File: src/rtl/panel_bus_master_pkg.sv
// Shared definitions for the front-panel bus master: FSM state encoding,
// default timing constants and the captured request record.
package panel_bus_master_pkg;

  typedef enum logic [2:0] {
    ST_IDLE    = 3'd0,
    ST_STALL   = 3'd1,
    ST_ABORT   = 3'd2,
    ST_ISOLATE = 3'd3,
    ST_SETUP   = 3'd4,
    ST_STROBE  = 3'd5,
    ST_DONE    = 3'd6,
    ST_RELEASE = 3'd7
  } state_t;

  localparam int GUARD_CYC_DEF    = 4;
  localparam int SETUP_CYC_DEF    = 2;
  localparam int STROBE_CYC_DEF   = 6;
  localparam int HALT_TIMEOUT_DEF = 16;

  typedef struct packed {
    logic        write;
    logic [15:0] addr;
    logic [7:0]  wdata;
  } req_t;

  function automatic int max4(input int a, input int b, input int c, input int d);
    int m;
    m = a;
    if (b > m) m = b;
    if (c > m) m = c;
    if (d > m) m = d;
    return m;
  endfunction

  // One spare bit above $clog2 so the largest load value always fits.
  function automatic int timer_width(input int max_val);
    return $clog2(max_val) + 1;
  endfunction

endpackage

File: src/rtl/panel_bus_master_cycle_timer.sv
// Loadable down-counter shared by every timed wait of the bus master.
// Saturates at zero; done is high whenever the count is zero.
module panel_bus_master_cycle_timer #(
  parameter int W = 5
) (
  input  logic         clk,
  input  logic         rst,
  input  logic         load,
  input  logic         dec,
  input  logic [W-1:0] load_val,
  output logic         done
);

  logic [W-1:0] count;

  always_ff @(posedge clk or posedge rst) begin
    if (rst) begin
      count <= '0;
    end else if (load) begin
      count <= load_val;
    end else if (dec && (count != '0)) begin
      count <= count - W'(1);
    end
  end

  assign done = (count == '0);

endmodule

File: src/rtl/panel_bus_master.sv
// Arbitrates the shared RAM bus between the 6502 and front-panel
// examine/deposit requests: stall CPU, isolate it, run RAM cycles, hand back.
module panel_bus_master
  import panel_bus_master_pkg::*;
#(
  parameter int GUARD_CYC    = GUARD_CYC_DEF,
  parameter int SETUP_CYC    = SETUP_CYC_DEF,
  parameter int STROBE_CYC   = STROBE_CYC_DEF,
  parameter int HALT_TIMEOUT = HALT_TIMEOUT_DEF
) (
  input  logic        clk,
  input  logic        rst_p,
  input  logic        req_valid,
  input  logic        req_write,
  input  logic [15:0] req_addr,
  input  logic [7:0]  req_wdata,
  output logic        req_ready,
  output logic        rsp_valid,
  output logic [7:0]  rsp_rdata,
  output logic        rsp_err,
  input  logic        phi2_rise,
  input  logic        phi2_fall,
  input  logic        cpu_rw,
  output logic        cpu_rdy,
  output logic        drive_bus_n,
  output logic        phys_bus_en_n,
  output logic [15:0] bus_addr,
  output logic [7:0]  bus_dout,
  output logic        bus_doe,
  output logic        bus_rw,
  input  logic [7:0]  bus_din,
  output logic        ram_cs_n,
  output logic        busy
);

  localparam int TW = timer_width(max4(GUARD_CYC, SETUP_CYC, STROBE_CYC, HALT_TIMEOUT));

  // Waits are loaded with N-1 so the state lasts exactly N cycles.
  localparam logic [TW-1:0] HALT_LD   = TW'(HALT_TIMEOUT);
  localparam logic [TW-1:0] GUARD_LD  = TW'(GUARD_CYC - 1);
  localparam logic [TW-1:0] SETUP_LD  = TW'(SETUP_CYC - 1);
  localparam logic [TW-1:0] STROBE_LD = TW'(STROBE_CYC - 1);

  state_t         state;
  req_t           cur_req;
  logic           tmr_load;
  logic           tmr_dec;
  logic [TW-1:0]  tmr_val;
  logic           tmr_done;

  panel_bus_master_cycle_timer #(
    .W(TW)
  ) u_timer (
    .clk      (clk),
    .rst      (rst_p),
    .load     (tmr_load),
    .dec      (tmr_dec),
    .load_val (tmr_val),
    .done     (tmr_done)
  );

  // Timer is reloaded on the same edge that enters the next timed state.
  always_comb begin
    tmr_load = 1'b0;
    tmr_dec  = 1'b0;
    tmr_val  = '0;
    case (state)
      ST_IDLE: begin
        if (req_valid) begin
          tmr_load = 1'b1;
          tmr_val  = HALT_LD;
        end
      end
      ST_STALL: begin
        if (phi2_fall && cpu_rw) begin
          tmr_load = 1'b1;
          tmr_val  = GUARD_LD;
        end else begin
          tmr_dec = phi2_rise;
        end
      end
      ST_ISOLATE: begin
        if (tmr_done) begin
          tmr_load = 1'b1;
          tmr_val  = SETUP_LD;
        end else begin
          tmr_dec = 1'b1;
        end
      end
      ST_SETUP: begin
        if (tmr_done) begin
          tmr_load = 1'b1;
          tmr_val  = STROBE_LD;
        end else begin
          tmr_dec = 1'b1;
        end
      end
      ST_STROBE: begin
        tmr_dec = !tmr_done;
      end
      ST_DONE: begin
        tmr_load = 1'b1;
        tmr_val  = req_valid ? SETUP_LD : GUARD_LD;
      end
      ST_RELEASE: begin
        tmr_dec = 1'b1;
      end
      default: begin
        tmr_load = 1'b0;
      end
    endcase
  end

  always_ff @(posedge clk or posedge rst_p) begin
    if (rst_p) begin
      state         <= ST_IDLE;
      cur_req       <= '0;
      req_ready     <= 1'b0;
      rsp_valid     <= 1'b0;
      rsp_err       <= 1'b0;
      rsp_rdata     <= 8'h00;
      cpu_rdy       <= 1'b1;
      drive_bus_n   <= 1'b1;
      phys_bus_en_n <= 1'b0;
      bus_addr      <= 16'h0000;
      bus_dout      <= 8'h00;
      bus_doe       <= 1'b0;
      bus_rw        <= 1'b1;
      ram_cs_n      <= 1'b1;
      busy          <= 1'b0;
    end else begin
      req_ready <= 1'b0;
      rsp_valid <= 1'b0;
      rsp_err   <= 1'b0;
      case (state)
        ST_IDLE: begin
          if (req_valid) begin
            cur_req   <= '{write: req_write, addr: req_addr, wdata: req_wdata};
            req_ready <= 1'b1;
            cpu_rdy   <= 1'b0;
            busy      <= 1'b1;
            state     <= ST_STALL;
          end
        end
        // A read cycle ending with RDY low means the CPU is frozen in place.
        ST_STALL: begin
          if (phi2_fall && cpu_rw) begin
            phys_bus_en_n <= 1'b1;
            state         <= ST_ISOLATE;
          end else if (tmr_done) begin
            cpu_rdy   <= 1'b1;
            rsp_valid <= 1'b1;
            rsp_err   <= 1'b1;
            state     <= ST_ABORT;
          end
        end
        ST_ABORT: begin
          busy  <= 1'b0;
          state <= ST_IDLE;
        end
        ST_ISOLATE: begin
          if (tmr_done) begin
            drive_bus_n <= 1'b0;
            bus_addr    <= cur_req.addr;
            bus_dout    <= cur_req.wdata;
            bus_rw      <= !cur_req.write;
            bus_doe     <= cur_req.write;
            state       <= ST_SETUP;
          end
        end
        ST_SETUP: begin
          if (tmr_done) begin
            ram_cs_n <= 1'b0;
            state    <= ST_STROBE;
          end
        end
        ST_STROBE: begin
          if (tmr_done) begin
            if (!cur_req.write) begin
              rsp_rdata <= bus_din;
            end
            ram_cs_n  <= 1'b1;
            rsp_valid <= 1'b1;
            bus_doe   <= 1'b0;
            bus_rw    <= 1'b1;
            state     <= ST_DONE;
          end
        end
        // Back-to-back requests keep the bus and skip the guard/stall overhead.
        ST_DONE: begin
          if (req_valid) begin
            cur_req   <= '{write: req_write, addr: req_addr, wdata: req_wdata};
            req_ready <= 1'b1;
            bus_addr  <= req_addr;
            bus_dout  <= req_wdata;
            bus_rw    <= !req_write;
            bus_doe   <= req_write;
            state     <= ST_SETUP;
          end else begin
            drive_bus_n <= 1'b1;
            state       <= ST_RELEASE;
          end
        end
        ST_RELEASE: begin
          if (tmr_done) begin
            phys_bus_en_n <= 1'b0;
            cpu_rdy       <= 1'b1;
            busy          <= 1'b0;
            state         <= ST_IDLE;
          end
        end
        default: begin
          state <= ST_IDLE;
        end
      endcase
    end
  end

  assert property (@(posedge clk) disable iff (rst_p) (drive_bus_n || phys_bus_en_n));
  assert property (@(posedge clk) disable iff (rst_p) (ram_cs_n || !drive_bus_n));

endmodule
File: config.mk
export PLATFORM = sky130hd
export DESIGN_NAME = panel_bus_master
export DESIGN_NICKNAME = d
export VERILOG_FILES = /design/src/rtl/panel_bus_master_pkg.sv /design/src/rtl/panel_bus_master_cycle_timer.sv /design/src/rtl/panel_bus_master.sv
export SDC_FILE = /design/constraint.sdc
export NUM_CORES = 1
export LEC_CHECK = 0
export BUFFER_PORTS_ARGS = -buffer_cell sky130_fd_sc_hd__buf_4
export CORE_MARGIN = 5
export CORE_UTILIZATION = 54
export CTS_CLUSTER_DIAMETER = 50
export DETAILED_ROUTE_END_ITERATION = 8
export PLACE_DENSITY = 0.77
export SYNTH_ARGS = -nofsm -noshare
export SYNTH_HDL_FRONTEND = slang
export SYNTH_HIERARCHICAL = 1
export SYNTH_SLANG_ARGS = --single-unit
export TNS_END_PERCENT = 30
File: constraint.sdc
create_clock -name clk -period 3.4 [get_ports clk]
set_input_delay 0.68 -clock clk [delete_from_list [all_inputs] [get_ports clk]]
set_output_delay 0.68 -clock clk [all_outputs]
set_load 0.01 [all_outputs]
==> implementation parameters <==
Parameter                              Value

Synthesis
  Post-synth design cell area    between 3000 and 4000 sq um
  Post-synthesis area per instance    11.5 sq um
  Post-Synthesis Net Count    around 360
  Primary FF master, synth    dfrtp_1
  FF+latch count, synth    75
  Synth warn    6
  Synthesized instance count    roughly 310
  Number of enable-type register cells in the synthesized netlist    0
  Share of the yosys chip area belonging to registers    0.522
  Count of cell types in the netlist    50
  Share of async-settable or async-resettable flops after synthesis    1.00

Routing
  DRC marker count from the first detailed-route iteration    roughly 180
  Via density per instance    5.52
  Number of DRC violations after detailed routing    0
  Wirelength, routed    7500 um
  Routed WL per cell    about 16 um
  Detailed-router iteration count before antenna repair    4
  Routed via count    between 2,000 and 3,000
  Routed Antenna Nets    0

Placement
  Post-detailed-placement half-perimeter wirelength    ~5200 um
  Input/output buffers    80
  Global placer's final weighted congestion    ~0.85
  Post-placement cell count    ~460

Worst setup path
  Most Frequent Cell on Critical Path    inv_1
  Crit path launch type    flip-flop
  Standard cell with the maximum stage delay on the critical path    or4b_4
  Sort of element at the end of the critical path    flip-flop
  Cell-by-cell listing of the critical path    inv_1 > ha_1 > or4b_4 > inv_1 > and2b_1 > nand2_1 > nor3_4 > mux2_2
  Required arrival time at the worst endpoint    ~3600 ps
  Depth of the worst register-to-register path    8
  Top Family by Delay on Critical Path    simple AND/OR/NAND/NOR gates
  Max stage delay on crit path    490 ps
  Setup Crit Path Kind    reg2reg
  Crit path max fanout    13
  Total stage count of the critical path    8
  Buffers plus inverters on the worst setup path    2
  Worst R2R Start    u_timer/count[0]
  Startpoint of the worst setup timing path    u_timer/count[0]
  CP Data Arrival Time    slightly below 3000 ps

Final layout
  Net count reported at finish    between 400 and 500
  Syn-to-layout area delta    24.1%
  Fraction of layout cells with a size suffix above 1    0.365
  Fillcell total    between 400 and 500
  Total inserted antenna cells    0
  Finished Layout Cells    ~470
  Area taken by multi-input logic gates    1580 sq um
  FF/Latch Area    about 1900 sq um

Power
  Power per cell area    approximately 900 nW/um^2
  Clk network pwr share    0.204
  Sequential group share of total power    0.396
  Cell Int Power    about 0.0027 W
  Net switching power of the design    approximately 0.0014 W
  Combinational cell fraction of total power    0.400
  Static leakage    between 2 and 2.5 nW
  Switching share of power    0.338
  Highest ir drop seen on vdd    approximately 470 uV

Hold path
  Hold/Removal Path Class    in2async

GRT
  Gr usage total    0.186
  Wire length of the first global-routing pass    between 10,000 and 15,000 um
  Number of global-route vias before repair    2,616
  Initial antenna violation count    0
  Maximum number of pins on one net before global-route repair    49
  Overflow left after global routing    0

Clock tree
  Clock sink count    75
  Post-CTS Setup Repair Bufs    0
  TritonCTS clock tree    built
  Clock Path Buffers    2
  Number of CTS-inserted buffers    9
  Buffer cell driving the clock tree root    clkbuf_8
  Hold buffers post-CTS    0
  CTS H-Tree Depth    3
  Clock network latency to the later pin of the worst-skew pair    around 350 ps
  Resized cells post-CTS    0
  Clock slew seen by the registers of the worst setup and hold paths    70 ps

Die
  Starting density of the core    0.561
  Area enclosed by the die boundary    roughly 8400 sq um
  Area of the core region    6420 sq um
  Height of the die    a little over 90 um
  Floorplan row count    29
  Total I/O pin count    81
  Floorplan die width    just over 90 um

STA
  Peak clock frequency supported by timing    376 MHz
  Clock skew after layout    ~15 ps
  Slew Viols, Final    0
  Normalized max-slew margin    0.303
  Portion of the clock cycle consumed by the worst path in the final layout    0.781
  Worst Max-Slew Pin Slew    1040 ps
  Setup_tns    0 ps
  Final setup violation count    0
  Tmin final    roughly 2700 ps
  RSZ-0062 raised after global routing    false
  Hold Vio Cnt, Final    0

Job
  Number of max-cap violations    0

Status
  Run status    complete, no violations
-- final cells by class --
class                           instances  share of cell area
Sequential cell                        75               0.421
Multi-Input combinational cell        210               0.353
Timing Repair Buffer                   83               0.142
Clock buffer                           10              0.0285
Clock inverter                          6              0.0252
Tap cell                               77              0.0215
Inverter                               11             0.00923
-- through the flow --
stage / util / cell area (sq um) / hold WS, ps / total power [W] / worst slack (ps)
finish: 0.696 / 4470 / 248 / 0.00401 / 743
floorplan: - / 3600 / 459 / 0.00268 / 921
detailed placement: 0.659 / 4230 / 462 / 0.00321 / 755
global placement: 0.659 / 4230 / 454 / 0.00315 / 864
CTS: 0.696 / 4470 / 247 / 0.00404 / 748
global route: 0.696 / 4470 / 263 / 0.00430 / 589
-- registers in the layout, indices dropped and copies added (netlist names) --
register	flops
cpu_rdy	1
rsp_err	1
bus_addr	16
req_ready	1
rsp_valid	1
phys_bus_en_n	1
u_timer/count	5
rsp_rdata	8
cur_req	25
busy	1
ram_cs_n	1
bus_dout	8
drive_bus_n	1
bus_rw	1
bus_doe	1
state	3
-- worst paths after layout --
path | to | slack [ps]
min reg2reg | drive_bus_n | 470
min in group clk | drive_bus_n | 470
max reg2reg | rsp_rdata[4] | 740
min | u_timer/count[3] | 250
max in group asynchronous | bus_dout[0] | 2280
max | rsp_rdata[4] | 740
-- placed cells by master, fill, tap and decap left out, types with 4 or more instances in the layout --
cell	synthesis	routed
a31oi_1	4	4
nand2_1	44	44
clkbuf_8	0	9
inv_1	9	8
mux2_2	14	14
mux2_4	19	19
o21ai_0	39	39
and3b_1	5	5
mux2i_1	24	24
a21oi_1	10	10
ha_1	4	4
dfstp_2	4	4
and3_1	4	4
dfrtp_1	71	71
buf_4	1	82
-- cells in the mapped netlist (5+ instances only) --
master,n,share of area
dfrtp_1,71,0.49
nand2_1,44,0.046
o21ai_0,39,0.054
mux2i_1,24,0.067
mux2_4,19,0.079
mux2_2,14,0.044
a21oi_1,10,0.014
inv_1,9,0.0094
buf_2,7,0.0097
and3b_1,5,0.012
-- kinds of logic (layout without fill, tap and decap cells) --
family,Yosys count,count (layout),share of synthesized area
simple gates,77,77,0.110
flops,75,75,0.522
compound gates,71,71,0.120
mux,57,57,0.190
buf+inv,27,110,0.0431
fa+ha+maj,4,4,0.0139
other cells,1,1,0.00104
-- layer usage --
metal | vias up | GRT usage | wire, um
li1 | 1253 | - | -
met1 | 1266 | 0.249 | 3300
met2 | 74 | 0.288 | 3580
met3 | 11 | 0.0565 | 549
met4 | 0 | 0.0668 | 77
met5 | - | 0 | 0
-- power groups by stage --
| stage | Combinational, W | Clock (W) | Sequential (W) |
|---|---|---|---|
| after floorplan | 0.00109 | 0 | 0.00159 |
| after global placement | 0.00157 | 0 | 0.00158 |
| after detailed placement | 0.00160 | 0 | 0.00160 |
| after CTS | 0.00162 | 0.000832 | 0.00159 |
| after global routing | 0.00178 | 0.000873 | 0.00165 |
| final | 0.00160 | 0.000817 | 0.00159 |
(Power assumes the default switching activity.)
